### config.mk
export PLATFORM = sky130hd
export DESIGN_NAME = fft_pass_sched
export DESIGN_NICKNAME = d
export VERILOG_FILES = /design/src/rtl/fft_pass_sched.sv
export SDC_FILE = /design/constraint.sdc
export NUM_CORES = 1
export LEC_CHECK = 0
export ABC_AREA = 1
export CORE_MARGIN = 2
export CORE_UTILIZATION = 51
export CTS_CLUSTER_DIAMETER = 40
export CTS_CLUSTER_SIZE = 20
export DETAILED_ROUTE_END_ITERATION = 6
export PLACE_DENSITY = 0.82
export SLEW_MARGIN = 40
export SYNTH_ARGS = -nofsm -noshare
export SYNTH_HDL_FRONTEND = slang
export SYNTH_SLANG_ARGS = --single-unit
### constraint.sdc
create_clock -name clk -period 2.2 [get_ports clk]
set_input_delay 0.33 -clock clk [delete_from_list [all_inputs] [get_ports clk]]
set_output_delay 0.33 -clock clk [all_outputs]
set_load 0.03 [all_outputs]
### src/rtl/fft_pass_sched.sv
// Frame scheduler for the shared FFT datapath: accepts one frame from s_p, runs
// the butterfly for STEPS passes through reg1 and hands the last pass to p_s.
module fft_pass_sched #(
  parameter int STEPS = 3,
  parameter int ROT_W = 3,
  parameter int CNT_W = 8
) (
  input  logic             clk,
  input  logic             rst_n,
  input  logic             en,
  input  logic             frame_valid,
  output logic             frame_ready,
  input  logic             out_ready,
  output logic             mux_flag,
  output logic [ROT_W-1:0] rotation,
  output logic             demux_flag,
  output logic             ps_load,
  output logic             busy,
  output logic [CNT_W-1:0] frame_cnt
);

  typedef enum logic [1:0] {IDLE, PASS, LAST} state_t;

  localparam logic [ROT_W-1:0] ROT_LAST = ROT_W'(STEPS - 1);
  localparam logic [ROT_W-1:0] ROT_PRE  = ROT_W'(STEPS - 2);

  state_t           state, state_next;
  logic [ROT_W-1:0] p, p_next;
  logic [CNT_W-1:0] cnt, cnt_next;

  // rst_n is active-high despite its name
  always_ff @(posedge clk) begin
    if (rst_n) begin
      state <= IDLE;
      p     <= '0;
      cnt   <= '0;
    end else begin
      state <= state_next;
      p     <= p_next;
      cnt   <= cnt_next;
    end
  end

  always_comb begin
    state_next  = state;
    p_next      = p;
    cnt_next    = cnt;
    frame_ready = 1'b0;
    mux_flag    = 1'b0;
    rotation    = '0;
    demux_flag  = 1'b0;
    ps_load     = 1'b0;
    busy        = 1'b0;
    if (!rst_n) begin
      unique case (state)
        IDLE: begin
          // the accept cycle doubles as pass 0, so reg1 captures it right away
          frame_ready = en;
          demux_flag  = frame_valid & en;
          if (frame_valid && en) begin
            p_next     = ROT_W'(1);
            state_next = (STEPS == 2) ? LAST : PASS;
          end
        end
        PASS: begin
          mux_flag   = 1'b1;
          rotation   = p;
          demux_flag = 1'b1;
          busy       = 1'b1;
          p_next     = p + ROT_W'(1);
          if (p == ROT_PRE) state_next = LAST;
        end
        LAST: begin
          // reg1 stays frozen so the butterfly output is stable while p_s waits
          mux_flag = 1'b1;
          rotation = ROT_LAST;
          ps_load  = out_ready;
          busy     = 1'b1;
          if (out_ready) begin
            cnt_next   = cnt + CNT_W'(1);
            p_next     = '0;
            state_next = IDLE;
          end
        end
        default: state_next = IDLE;
      endcase
    end
  end

  assign frame_cnt = cnt;

endmodule

==> key figures <==
Power
  – Maximum vdd drop: 0.000585 V
  – Pwr dens: around 1100 nW/um2
  – Int Pwr: just under 0.6 mW
  – Clk pwr share: 0.127
  – P_sw: between 0.5 and 0.6 mW
  – Static leakage: approximately 0.57 nW
  – Switching Share: 0.484
  – Combinational share of power: 0.599
  – Sequential share of power: 0.274

Worst hold path
  – Worst Hold Launch: frame_cnt[0]
  – Worst hold path depth: 2
  – WHS Endpoint: frame_cnt[0]
  – Min-delay worst type: register to register

Worst setup path
  – Crit path DAT: 1710 ps
  – WP data required: approximately 1900 ps
  – Critical Path Most Common Cell: inv_1
  – Critical Path Fanout Max: 4
  – Critical Path Max Stage Delay: between 400 and 500 ps
  – Critical R2R Launch: state[0]
  – Crit Path Class: register to output pin
  – Worst Reg-to-Reg Cells: 9
  – Crit Reg-Reg Endpoint: p[2]
  – CP Launch Type: register
  – Setup crit end kind: output pin
  – Crit-path cells: inv_1 > ha_1 > inv_1 > nor3_1 > dlygate4sd2_1
  – Slowest cell on crit path: dlygate4sd2_1
  – R2R setup slack: 660 ps

Yosys
  – Synth Instances: 133
  – Ys Warns: 0
  – Synth Register Bits: 13
  – Synth area leaders: dfxtp_1 (31%), nand2_1 (17%), ha_1 (12%)
  – Mean Syn Cell Area: roughly 6.3 um2
  – Cell taking the most area after synthesis: dfxtp_1
  – Syn Nets: 146
  – Share of the synthesized area in the top cell type: 0.309
  – Register area share after synthesis: 0.309
  – Post-synth cell types: 17
  – Cell area after synthesis: roughly 840 um2

Clock network
  – Clock Latency Late Sink: between 200 and 300 ps
  – CTS tree: yes
  – # clock sinks: 13
  – Root Driver: clkbuf_4
  – Clk slew on worst S/H paths: ~70 ps
  – Num CTS Buffers: 3
  – Post-CTS Setup Bufs: 0
  – Htree depth: 1
  – Longest Clk Path Bufs: 2

Cells and area
  – Nets: between 150 and 200
  – Fill count: about 150
  – Commonest cells after routing, fill and taps aside: nand2_1 (38), nor2_1 (26), inv_1 (22)
  – Most common cell after layout, fill and taps aside: nand2_1
  – Layout cell share with drive strength beyond 1: 0.0769
  – Design area: approximately 1100 um2
  – Diodes inserted: 0
  – Layout area overhead: 28.2%

Place
  – # port buffers: 20
  – Pre-CTS worst setup slack: 71.7 ps
  – Post-detail-place hpwl: approximately 1400 um
  – GPL Wtd Cong: approximately 0.85
  – Area post-placement: around 1100 um2

Detailed routing
  – Mean routed wirelength per cell: between 10 and 15 um
  – WL final: ~1800 um
  – Total number of vias: about 840
  – Vias/cell: 4.91
  – # DRC: 0
  – Initial DRC count: 9
  – Routed Antenna Nets: 0
  – Drt first pass iters: 4

Timing
  – Setup ws final: around 160 ps
  – Tmin final: approximately 2000 ps
  – Final Max Tran Viols: 0
  – Relative slew slack: 0.757
  – Fmax: slightly below 0.5 GHz
  – Final Skew: 6.19 ps
  – Unrepaired setup endpoints after global routing: false
  – Final Hold Viols: 0
  – Measured slew at the worst slew-check pin: roughly 360 ps
  – Final setup TNS: 0 ps
  – Tcrit/Tclk final: 0.928
  – Count of final setup violators: 0

Floorplan
  – Site Rows: 14
  – Die width: about 45 um
  – Die Area: roughly 2000 um2
  – Ports: 21
  – Die height: approximately 45 um
  – Core ar.: between 1500 and 2000 um2
  – Starting Density: 0.553

Global route
  – Remaining global-route overflow: 0
  – First-pass GRT wire length: between 3000 and 4000 um
  – Tot GR Track Use: 0.212
  – Initial antenna violation count: 0
  – Vias in the first global route: approximately 790
  – Pin count of the biggest net entering global routing: 13

Job
  – Max Cap Violations: 0

Run status
  – Outcome: completed
sequential cells by signal, summed over array words and instances, names as in the netlist:
signal / flops
p: 3
frame_cnt: 8
state: 2
metal layers:
metal  part of all wire  vias to the layer above  track usage
li1                   -                      455            -
met2               0.50                       22        0.368
met3              0.042                        4       0.0367
met5                  0                        -            0
met4              0.013                        0       0.0909
met1               0.44                      363        0.252
metrics by stage:
step | util | std cells | power (mW) | hold slack, ps
after floorplan | - | 133 | 0.821 | 482
after global placement | 0.690 | 168 | 0.982 | 495
after detailed placement | 0.690 | 168 | 1.02 | 504
final | 0.709 | 172 | 1.14 | 520
after CTS | 0.705 | 172 | 1.14 | 523
after global routing | 0.709 | 172 | 1.25 | 550
power groups by stage:
stage | logic, mW | registers [mW] | clock network [mW]
floorplan | 0.498 | 0.324 | 0
global placement | 0.667 | 0.315 | 0
detailed placement | 0.699 | 0.317 | 0
CTS | 0.684 | 0.312 | 0.148
global route | 0.774 | 0.316 | 0.161
finish | 0.682 | 0.312 | 0.145
cell usage after synthesis:
| cell | count |
|---|---|
| nor2_2 | 2 |
| nor3_1 | 1 |
| nand3b_1 | 1 |
| o21ai_0 | 2 |
| nand3_1 | 4 |
| o31ai_1 | 1 |
| inv_1 | 22 |
| nand4_1 | 4 |
| xor2_1 | 1 |
| buf_2 | 2 |
| nand3_2 | 2 |
| buf_4 | 1 |
| nand2_1 | 38 |
| dfxtp_1 | 13 |
| ha_1 | 8 |
| nor2_1 | 26 |
| a21oi_1 | 5 |
worst max-delay path by stage:
stage | depth (start not counted) | slack (ps) | start | to
after global routing | 5 | 40 | state[0] | rotation[1]
final | 5 | 160 | state[0] | rotation[1]
after detailed placement | 3 | 70 | rst_n | rotation[1]
after floorplan | 4 | 400 | state[0] | rotation[1]
after global placement | 3 | 80 | rst_n | rotation[1]
after CTS | 5 | 20 | state[0] | ps_load
cell type report:
class	count	area (um2)	share of cell area
Multi-Input combinational cell	95	482	0.446
Sequential cell	13	260	0.241
Timing Repair Buffer	22	209	0.194
Inverter	22	82.6	0.0765
Clock buffer	4	26.3	0.0243
Tap cell	16	20.0	0.0185
what timing repair did:
action                                  in CTS  in global routing
gates resized for setup                      3                  2
hold buffers                                 0                  0
gates cloned                                 0                  0
endpoints found under the setup margin       3                  2
critical path: cells and delay by family (launching register included):
family	cells	cell delay, ps
buf+inv	3	590
flops	1	380
simple gates	1	180
fa+ha+maj	1	310
cell families (layout without fill, tap and decap cells):
group	after synthesis	after routing	synth area share
XOR/XNOR	1	1	0.0104
flip-flops	13	13	0.309
AO/OA/AOI/OAI	8	8	0.0505
AND/OR/NAND/NOR	78	78	0.392
buffers and inverters	25	48	0.119
adder cells (fa/ha/maj)	8	8	0.119
(Power assumes the default switching activity.)
